==> config.mk <==
export PLATFORM = sky130hd
export DESIGN_NAME = regfile_port_ctrl_flat
export DESIGN_NICKNAME = d
export VERILOG_FILES = /design/src/rtl/regfile_port_ctrl_if.sv /design/src/rtl/regfile_port_ctrl.sv /design/src/flat_wrapper.sv
export SDC_FILE = /design/constraint.sdc
export NUM_CORES = 1
export LEC_CHECK = 0
export ABC_AREA = 1
export CELL_PAD_IN_SITES_DETAIL_PLACEMENT = 0
export CELL_PAD_IN_SITES_GLOBAL_PLACEMENT = 1
export CORE_AREA = 2 2 87 89
export CTS_CLUSTER_SIZE = 12
export DETAILED_ROUTE_END_ITERATION = 8
export DIE_AREA = 0 0 89 91
export HOLD_SLACK_MARGIN = 0.02
export PLACE_DENSITY = 0.8
export SYNTH_ARGS = -nofsm -noshare
export SYNTH_HDL_FRONTEND = slang
export SYNTH_SLANG_ARGS = --single-unit
export TNS_END_PERCENT = 20
==> constraint.sdc <==
create_clock -name clk -period 1.5 [get_ports clk]
set_clock_uncertainty 0.15 [all_clocks]
set_input_delay 0.3 -clock clk [delete_from_list [all_inputs] [get_ports clk]]
set_output_delay 0.3 -clock clk [all_outputs]
set_load 0.1 [all_outputs]
==> src/rtl/regfile_port_ctrl_if.sv <==
// regfile_port_ctrl_if: writeback, debug, clear-command and register-file write bus
interface regfile_port_ctrl_if #(
    parameter int AW = 5,
    parameter int DW = 32
);
    logic          wb_we;
    logic [AW-1:0] wb_addr;
    logic [DW-1:0] wb_data;
    logic          dbg_req;
    logic [AW-1:0] dbg_addr;
    logic [DW-1:0] dbg_data;
    logic          clr_start;
    logic          rf_we;
    logic [AW-1:0] rf_addr;
    logic [DW-1:0] rf_data;
    logic          dbg_ack;
    logic          busy;
    logic          stall_req;
    logic          wb_drop;

    modport slave (
        input  wb_we, wb_addr, wb_data, dbg_req, dbg_addr, dbg_data, clr_start,
        output rf_we, rf_addr, rf_data, dbg_ack, busy, stall_req, wb_drop
    );

    modport master (
        output wb_we, wb_addr, wb_data, dbg_req, dbg_addr, dbg_data, clr_start,
        input  rf_we, rf_addr, rf_data, dbg_ack, busy, stall_req, wb_drop
    );
endinterface

==> src/rtl/regfile_port_ctrl.sv <==
// regfile_port_ctrl: shares the register-file write port between writeback and debug, and zeroes the file
module regfile_port_ctrl #(
    parameter int NREG         = 32,
    parameter int AW           = 5,
    parameter int DW           = 32,
    parameter int STARVE_MAX   = 8,
    parameter int CLR_ON_RESET = 1
) (
    input  logic                clk,
    input  logic                rst_n,
    regfile_port_ctrl_if.slave  bus
);
    typedef enum logic {CLEAR, IDLE} state_t;

    localparam state_t        RST_STATE = (CLR_ON_RESET != 0) ? CLEAR : IDLE;
    localparam logic [AW:0]   LAST      = (AW+1)'(NREG - 1);
    localparam logic [4:0]    SMAX      = 5'(STARVE_MAX);

    state_t        state_q, state_d;
    logic [AW:0]   clr_cnt_q, clr_cnt_d;
    logic [3:0]    starve_cnt_q, starve_cnt_d;
    logic          stall_q, stall_d;
    logic          grant, blocked, we_c, ack_c, drop_c;
    logic [4:0]    starve_inc;

    // Port arbitration and output muxing; enables are gated off while in reset
    always_comb begin
        grant       = 1'b0;
        we_c        = 1'b0;
        ack_c       = 1'b0;
        drop_c      = 1'b0;
        bus.rf_addr = bus.wb_addr;
        bus.rf_data = bus.wb_data;
        bus.busy    = 1'b0;
        if (state_q == CLEAR) begin
            we_c        = 1'b1;
            drop_c      = bus.wb_we;
            bus.rf_addr = clr_cnt_q[AW-1:0];
            bus.rf_data = '0;
            bus.busy    = 1'b1;
        end else begin
            grant       = bus.dbg_req && (stall_q || !bus.wb_we);
            we_c        = grant || bus.wb_we;
            ack_c       = grant;
            drop_c      = grant && bus.wb_we;
            bus.rf_addr = grant ? bus.dbg_addr : bus.wb_addr;
            bus.rf_data = grant ? bus.dbg_data : bus.wb_data;
        end
        bus.rf_we     = rst_n && we_c;
        bus.dbg_ack   = rst_n && ack_c;
        bus.wb_drop   = rst_n && drop_c;
        bus.stall_req = stall_q;
    end

    // Clear sequencing, starvation tracking and clear-command handling
    always_comb begin
        state_d      = state_q;
        clr_cnt_d    = clr_cnt_q;
        starve_cnt_d = starve_cnt_q;
        stall_d      = stall_q;
        blocked      = bus.dbg_req && !grant;
        starve_inc   = {1'b0, starve_cnt_q} + 5'd1;
        if (state_q == CLEAR) begin
            state_d   = (clr_cnt_q == LAST) ? IDLE : CLEAR;
            clr_cnt_d = (clr_cnt_q == LAST) ? '0 : clr_cnt_q + 1'b1;
        end else if (bus.clr_start) begin
            state_d      = CLEAR;
            clr_cnt_d    = '0;
            starve_cnt_d = '0;
            stall_d      = 1'b0;
        end else begin
            starve_cnt_d = !blocked ? 4'd0 : (starve_cnt_q == 4'd15) ? 4'd15 : starve_inc[3:0];
            stall_d      = grant ? 1'b0 : (blocked && starve_inc == SMAX) ? 1'b1 : stall_q;
        end
    end

    // State registers
    always_ff @(posedge clk or negedge rst_n) begin
        if (!rst_n) begin
            state_q      <= RST_STATE;
            clr_cnt_q    <= '0;
            starve_cnt_q <= '0;
            stall_q      <= 1'b0;
        end else begin
            state_q      <= state_d;
            clr_cnt_q    <= clr_cnt_d;
            starve_cnt_q <= starve_cnt_d;
            stall_q      <= stall_d;
        end
    end
endmodule
==> src/flat_wrapper.sv <==
// flat-port wrapper written by rule: the top's interface ports become plain ports
module regfile_port_ctrl_flat 
#(
    parameter int NREG         = 32,
    parameter int AW           = 5,
    parameter int DW           = 32,
    parameter int STARVE_MAX   = 8,
    parameter int CLR_ON_RESET = 1
)
  (clk, rst_n, bus_wb_we, bus_wb_addr, bus_wb_data, bus_dbg_req, bus_dbg_addr, bus_dbg_data, bus_clr_start, bus_rf_we, bus_rf_addr, bus_rf_data, bus_dbg_ack, bus_busy, bus_stall_req, bus_wb_drop);
  regfile_port_ctrl_if #(.AW(AW), .DW(DW)) bus_i ();
  input  logic clk;
  input  logic rst_n;
  input wire logic [$bits(bus_i.wb_we)-1:0] bus_wb_we;
  input wire logic [$bits(bus_i.wb_addr)-1:0] bus_wb_addr;
  input wire logic [$bits(bus_i.wb_data)-1:0] bus_wb_data;
  input wire logic [$bits(bus_i.dbg_req)-1:0] bus_dbg_req;
  input wire logic [$bits(bus_i.dbg_addr)-1:0] bus_dbg_addr;
  input wire logic [$bits(bus_i.dbg_data)-1:0] bus_dbg_data;
  input wire logic [$bits(bus_i.clr_start)-1:0] bus_clr_start;
  output wire logic [$bits(bus_i.rf_we)-1:0] bus_rf_we;
  output wire logic [$bits(bus_i.rf_addr)-1:0] bus_rf_addr;
  output wire logic [$bits(bus_i.rf_data)-1:0] bus_rf_data;
  output wire logic [$bits(bus_i.dbg_ack)-1:0] bus_dbg_ack;
  output wire logic [$bits(bus_i.busy)-1:0] bus_busy;
  output wire logic [$bits(bus_i.stall_req)-1:0] bus_stall_req;
  output wire logic [$bits(bus_i.wb_drop)-1:0] bus_wb_drop;
  assign bus_i.wb_we = bus_wb_we;
  assign bus_i.wb_addr = bus_wb_addr;
  assign bus_i.wb_data = bus_wb_data;
  assign bus_i.dbg_req = bus_dbg_req;
  assign bus_i.dbg_addr = bus_dbg_addr;
  assign bus_i.dbg_data = bus_dbg_data;
  assign bus_i.clr_start = bus_clr_start;
  assign bus_rf_we = bus_i.rf_we;
  assign bus_rf_addr = bus_i.rf_addr;
  assign bus_rf_data = bus_i.rf_data;
  assign bus_dbg_ack = bus_i.dbg_ack;
  assign bus_busy = bus_i.busy;
  assign bus_stall_req = bus_i.stall_req;
  assign bus_wb_drop = bus_i.wb_drop;
  regfile_port_ctrl #(.NREG(NREG), .AW(AW), .DW(DW), .STARVE_MAX(STARVE_MAX), .CLR_ON_RESET(CLR_ON_RESET)) u_core (.clk(clk), .rst_n(rst_n), .bus(bus_i));
endmodule
==> summary.txt, run 1 <==
Floorplan
  • Die X: around 89 um
  • Core area: 7140 um^2
  • Io pins: 121
  • Std cell rows: 31
  • Die area: 8100 um^2
  • Die extent in y: 91 um
  • Initial Util: about 16%

Clock network
  • Clock latency on the worst-skew pair: 250 ps
  • CTS Buffer Depth: 2
  • CTS clk-pin slew, worst paths: about 60 ps
  • Inserted Clock Buffers: 3
  • CTS tree: yes
  • Clock root buffer: clkbuf_8
  • CTS Hold Bufs: 0
  • TritonCTS sink count: 12
  • H-tree depth: 1

STA
  • Max-slew violations: 0
  • Maximum clock rate: between 0.4 and 0.5 GHz
  • Min Clock Period, post-route: 2090 ps
  • Crit share post-route: 139%
  • Worst-Margin Slew: 289 ps
  • Finish-stage setup viols: 43
  • RSZ-0062 raised after global routing: yes
  • Rel. slew slack: just over 80%
  • Setup TNS: -21440 ps
  • Hold Vio Cnt, Final: 0
  • Worst setup margin: -586 ps

Setup path
  • CP Launch Point: u_core.bus.stall_req
  • Reg2reg end: u_core.bus.stall_req
  • R2r worst-path depth: 8
  • R2r startpoint: u_core.bus.stall_req
  • Critical path class: flop to output port
  • Crit-path max FO: 14
  • Data required, critical path: 1050 ps
  • Setup crit start kind: flop
  • Crit path arrival time: 1640 ps
  • Flop2flop setup slack: -20 ps
  • CP endpoint kind: output port

Routing
  • Vias per cell: 4.22
  • Pre-Repair DR Iteration Count: 4
  • Drt total wl: 5770 um
  • DR vias: 1656
  • DR WL/cell: 14.7 um
  • 1st-iter DRT viols: 24
  • DRC Markers: 0
  • Post-route ant nets: 0

Cells and area
  • Nets: approximately 380
  • Fill count: 670
  • Share of post-route cells with drive strength above 1: a little over a third
  • Final Util: 46.5%
  • Area Growth Syn to Fin: 197%
  • Ant diodes: 0

Logic synthesis
  • Yosys cell types: 23
  • Post-synth top area cell: dfrtp_1
  • Most frequent cell after synthesis: nand2_1
  • Fraction of registers with async set/reset: between 90% and 100%
  • Syn Nets: 231
  • Share of the synthesized area in the top cell type: 26.8%
  • Seq/Total Area, Yosys: 26.8%
  • Top FF cell, synth: dfrtp_1
  • Mapped cell area: 1120 um^2
  • Yosys warnings: 0
  • Top post-synthesis cells by area: dfrtp_1 27%, a22o_1 25%, nand2_1 11%
  • Number of synthesized flops with an enable pin: 0
  • Syn Inst Count: ~150
  • Commonest cells post-synth: 34 x nand2_1, 32 x a22o_1, 15 x inv_1
  • Synth Register Bits: 12
  • Syn_area_per_cell: 7.51 um^2

Pwr
  • Comb power frac: 77.8%
  • Share of power burned in registers: 13.6%
  • Internal: 1.98 mW
  • Pwr/cell area: roughly 1300 nW/um^2
  • Post-layout power: 4.21 mW
  • Clock Power Share: 8.6%
  • Worst IR Drop VDD: ~0.00072 V
  • Switching power total: 2.22 mW
  • Leak: 1.45 nW
  • Sw Share: 52.8%

GRT
  • Initial antenna violation count: 0
  • Total track usage: between 10% and 20%
  • Total gr overflow: 0
  • First-pass GRT wire length: roughly 8300 um
  • Vias in the first global route: 1709
  • Largest net degree at the start of global routing: 18

Worst hold path
  • HP Class: input pin to asynchronous set/reset pin

Placement
  • IO Port Bufs: 120
  • Hpwl dp: 4760 um
  • Final Wtd Congestion: 0.764

Run status
  • Status: finished with violations
  • Violated checks: negative setup slack

Flow run
  • Max Cap Viol: 0
## critical path, stage by stage, from the launching register on
cell and delay, ps:
dfrtp_4 480, inv_4 70, nand2_4 50, nand2_4 100, nand2_4 80, inv_8 80, buf_12 150, a22o_1 180
buf_12 180
## how the worst max path moves through the flow
stage | end | depth (start not counted)
2_1_floorplan | bus_rf_addr[1] | 8
3_3_place_gp | bus_rf_data[3] | 8
3_5_place_dp | bus_rf_addr[2] | 9
4_1_cts | bus_rf_data[12] | 8
5_1_grt | bus_rf_addr[2] | 9
6_report | bus_rf_data[12] | 8
## repair_timing
item / 4_1_cts / 5_1_grt
hold endpoints to repair: 0 / 0
pin swaps: 6 / 5
cloned: 0 / 2
buffers inserted: 3 / 3
endpoints found under the setup margin: 41 / 43
resized for setup: 16 / 14
## through the flow
stage	worst slack [ps]	cell area, um^2	hold WS (ps)	cells
global route	-659	3320	287	392
detailed placement	-675	3050	361	380
global placement	-651	3050	345	380
floorplan	-1010	1190	-146	149
CTS	-590	3190	269	387
finish	-586	3320	260	392
## cell families (layout without fill, tap and decap cells)
group,after synthesis,in the layout,synth area share [%]
AOI/OAI and AO/OA,48,48,33.4
adders and majority gates,3,3,3.36
buffers and inverters,24,168,10.2
DFF,12,12,26.8
and+or+nand+nor,61,61,25.4
xor gates and xnor gates,1,1,0.783
## power by group through the flow
stage	logic, mW	registers, mW	clock network [mW]
finish	3.27	0.573	0.360
global route	3.42	0.592	0.393
CTS	3.23	0.570	0.370
detailed placement	3.17	0.575	0
global placement	3.15	0.567	0
floorplan	1.85	0.583	0
## cell usage in the layout (no fill, tap or decap), drive strengths merged
cell	synthesis	layout
nand2	36	36
inv	17	17
or2	1	1
a22o	32	32
nor3	1	1
clkbuf	0	5
a21oi	2	2
ha	3	3
dlygate4sd2	0	2
xor2	1	1
clkdlybuf4s50	0	76
nand3	12	12
buf	7	68
a31oi	1	1
dfrtp	12	12
o21ai	7	7
nand4	1	1
o22ai	2	2
o211ai	4	4
nor2	10	10
## flip-flops by register name (all words and copies together) (netlist names)
name	flops
u_core.clr_cnt_q	6
u_core.starve_cnt_q	4
u_core.bus.stall_req	1
u_core.state_q	1
## final cells by class
class	instances	area [um^2]	area share (%)
Clock buffer	4	55.1	1.66
Inverter	17	73.8	2.23
Multi-Input combinational cell	113	866	26.1
Sequential cell	12	304	9.17
Tap cell	99	124	3.73
Timing Repair Buffer	147	1890	57.1
## per-layer routing
metal  track usage [%]  wire, um  vias up
li1                  -         -      816
met4              3.86        78        0
met5                 0         0        -
met3              4.36       705        7
met1              13.1      1990      747
met2              24.6      3000       86
(Power assumes the default switching activity.)
==> run 2, diff against run 1 <==
--- a/config.mk
+++ b/config.mk
@@ -14,6 +14,7 @@
 export DIE_AREA = 0 0 89 91
 export HOLD_SLACK_MARGIN = 0.02
 export PLACE_DENSITY = 0.8
+export SLEW_MARGIN = 20
 export SYNTH_ARGS = -nofsm -noshare
 export SYNTH_HDL_FRONTEND = slang
 export SYNTH_SLANG_ARGS = --single-unit
==> constraint.sdc (replaced) <==
create_clock -name clk -period 1.9 [get_ports clk]
set_clock_uncertainty 0.15 [all_clocks]
set_input_delay 0.38 -clock clk [delete_from_list [all_inputs] [get_ports clk]]
set_output_delay 0.38 -clock clk [all_outputs]
set_load 0.1 [all_outputs]
==> run 2 against run 1 <==
  * The run still ends with negative setup slack left
  * Register-to-register slack better by 420 ps
  * Combinational power shrank 22%
  * Count of clock-buffer cells in the layout did not move
  * Sequential power shrank 21%
  * Critical endpoint is now bus_rf_addr[1]
  * Largest power group unchanged
==> summary.txt, run 2 (synthesized netlist as in run 1, its figures left out) <==
STA
  • Finish-stage setup viols: 40 (was 43)
  • RSZ-0062 raised after global routing: yes (unchanged)
  • Worst setup margin: -303 ps (was -586 ps)
  • Crit share post-route: 116%
  • Setup TNS: -10100 ps (was -21440 ps)
  • Rel. slew slack: 81.8% (was 80.6%)
  • Hold Vio Cnt, Final: 0 (unchanged)
  • Maximum clock rate: 0.454 GHz
  • Min Clock Period, post-route: 2200 ps
  • Worst-Margin Slew: 271 ps (was 289 ps)
  • Max-slew violations: 0 (unchanged)

Placement
  • Final Wtd Congestion: 0.752 (was 0.764)
  • IO Port Bufs: 120 (unchanged)
  • Hpwl dp: 4370 um (was 4760 um)
  • Pre-CTS setup slack: -439 ps (was -675 ps)
  • Placed Cells incl. Taps: 378 (was 380)

Cells and area
  • Biggest regs: u_core.clr_cnt_q x6, u_core.starve_cnt_q x4 (unchanged)
  • Final instance count without filler cells: 389 (was 392)
  • Biggest register: u_core.clr_cnt_q (unchanged)
  • Max reg flops: 6 (unchanged)
  • Nets: 373 (was 376)
  • Ant diodes: 0 (unchanged)
  • Area Growth Syn to Fin: 189% (was 197%)
  • Most frequent cells in the layout: 76 x clkdlybuf4s50_1, 44 x buf_12, 33 x nand2_1, 25 x a22o_1, 19 x buf_4 (was 76 x clkdlybuf4s50_1, 44 x buf_12, 33 x nand2_1, 21 x a22o_1, 17 x buf_4)
  • Commonest non-fill, non-tap cell in the layout: clkdlybuf4s50_1 (unchanged)
  • Share of post-route cells with drive strength above 1: 32.4% (was 35.2%)

Setup path
  • Slowest CP cell: dfrtp_4 (unchanged)
  • Critical path class: flop to output port (unchanged)
  • Crit path arrival time: 1670 ps (was 1640 ps)
  • Crit-path max FO: 10 (was 14)
  • Flop2flop setup slack: 400 ps (was -20 ps)
  • Largest stage delay, worst path: 480 ps (about the same)
  • CP Cell Sequence: inv_4 -> nand2_4 -> nand2_4 -> nand2_2 -> inv_4 -> buf_12 -> nand2_1 -> o211ai_1 -> clkbuf_16 (was inv_4 -> nand2_4 -> nand2_4 -> nand2_4 -> inv_8 -> buf_12 -> a22o_1 -> buf_12)
  • Setup crit start kind: flop (unchanged)
  • Data required, critical path: 1370 ps (was 1050 ps)
  • CP endpoint kind: output port (unchanged)

Routing
  • Vias per cell: 4.15 (was 4.22)
  • 1st-iter DRT viols: 36 (was 24)
  • Post-route ant nets: 0 (unchanged)
  • DRC Markers: 0 (unchanged)
  • DR vias: 1616 (was 1656)
  • Drt total wl: 5420 um (was 5770 um)
  • DR WL/cell: 13.9 um (was 14.7 um)
  • Pre-Repair DR Iteration Count: 4 (unchanged)

GRT
  • Largest net degree at the start of global routing: 13 (was 18)
  • Total track usage: 11.9% (was 13.0%)
  • Vias in the first global route: 1588 (was 1709)
  • First-pass GRT wire length: 7650 um (was 8250 um)
  • Total gr overflow: 0 (unchanged)
  • Initial antenna violation count: 0 (unchanged)

Floorplan
  • Initial Util: 15.7% (unchanged)
  • Die X: 89 um (unchanged)
  • Io pins: 121 (unchanged)
  • Die extent in y: 91 um (unchanged)
  • Die area: 8100 um^2 (unchanged)
  • Std cell rows: 31 (unchanged)
  • Core area: 7140 um^2 (unchanged)

Pwr
  • Worst IR Drop VDD: 0.000540 V (was 0.000719 V)
  • Pwr/cell area: 1000 nW/um^2 (was 1270 nW/um^2)
  • Leak: 1.40 nW (was 1.45 nW)
  • Post-layout power: 3.24 mW (was 4.21 mW)

Clock network
  • Clock latency on the worst-skew pair: 240 ps (was 250 ps)
  • TritonCTS sink count: 12 (unchanged)
  • CTS clk-pin slew, worst paths: 60 ps (about the same)
  • CTS tree: yes (unchanged)
  • H-tree depth: 1 (unchanged)
  • Inserted Clock Buffers: 3 (unchanged)
  • CTS Hold Bufs: 0 (unchanged)
  • CTS Buffer Depth: 2 (unchanged)
  • Clock root buffer: clkbuf_8 (unchanged)

Run status
  • Status: finished with violations (unchanged)
  • Violated checks: negative setup slack (unchanged)

Flow run
  • Max Cap Viol: 0 (unchanged)

Worst hold path
  • HP Class: input pin to asynchronous set/reset pin (unchanged)
-- run 2: cell types whose count changed in the layout (fill, tap and decap cells not counted), moves of 2 or more --
cell,before,now
a22o_4,11,7
buf_6,6,1
buf_4,17,19
a22o_1,21,25
-- run 2: critical path, delay by kind of cell (launching register included) --
family          cells  cell delay, ps
simple gates        4             240
compound gates      1             130
flops               1             480
buf+inv             4             580
-- run 2: repair_timing --
item,4_1_cts,5_1_grt
hold endpoints to repair,0,0
pin swaps,5,4
endpoints found under the setup margin,40,40
buffers inserted,3,3
resized for setup,8,11
cloned,2,0
-- run 2: final timing paths --
path,endpoint,start,cells after the start
worst max-delay path,bus_rf_addr[1],u_core.bus.stall_req,9
worst min-delay path,u_core.starve_cnt_q[1],rst_n,2
worst max register to register,u_core.bus.stall_req,u_core.bus.stall_req,10
worst min register to register,u_core.clr_cnt_q[5],u_core.clr_cnt_q[5],2
max in group asynchronous,u_core.bus.stall_req,rst_n,2
min in group clk,u_core.clr_cnt_q[5],u_core.clr_cnt_q[5],2
-- run 2: routing by layer --
| layer | routed length [um] | vias up | track usage [%] |
|---|---|---|---|
| met5 | 0 | - | 0 |
| met4 | 36 | 0 | 2.49 |
| met3 | 538 | 4 | 2.45 |
| met2 | 2750 | 78 | 22.3 |
| met1 | 2090 | 719 | 13.5 |
| li1 | - | 815 | - |
-- run 2: where the power goes --
group	total [mW]	internal [mW]	switching, mW
registers	0.454	0.354	0.100
clock network	0.237	0.147	0.0894
logic	2.55	1.00	1.54
total	3.24	1.51	1.73
-- run 2: layout make-up --
class                           instances  area, um^2
Inverter                               17        73.8
Sequential cell                        12         304
Multi-Input combinational cell        113         818
Timing Repair Buffer                  144        1870
Clock buffer                            4        45.0
Fill cell                             679        3910
Tap cell                               99         124
-- run 2: through the flow --
stage / utilization [%] / hold WS, ps / instance area, um^2
finish: 45.3 / 350 / 3230
detailed placement: 42.3 / 361 / 3020
CTS: 44.2 / 356 / 3160
global route: 45.3 / 385 / 3230
floorplan: - / -65.6 / 1180
global placement: 42.3 / 348 / 3020
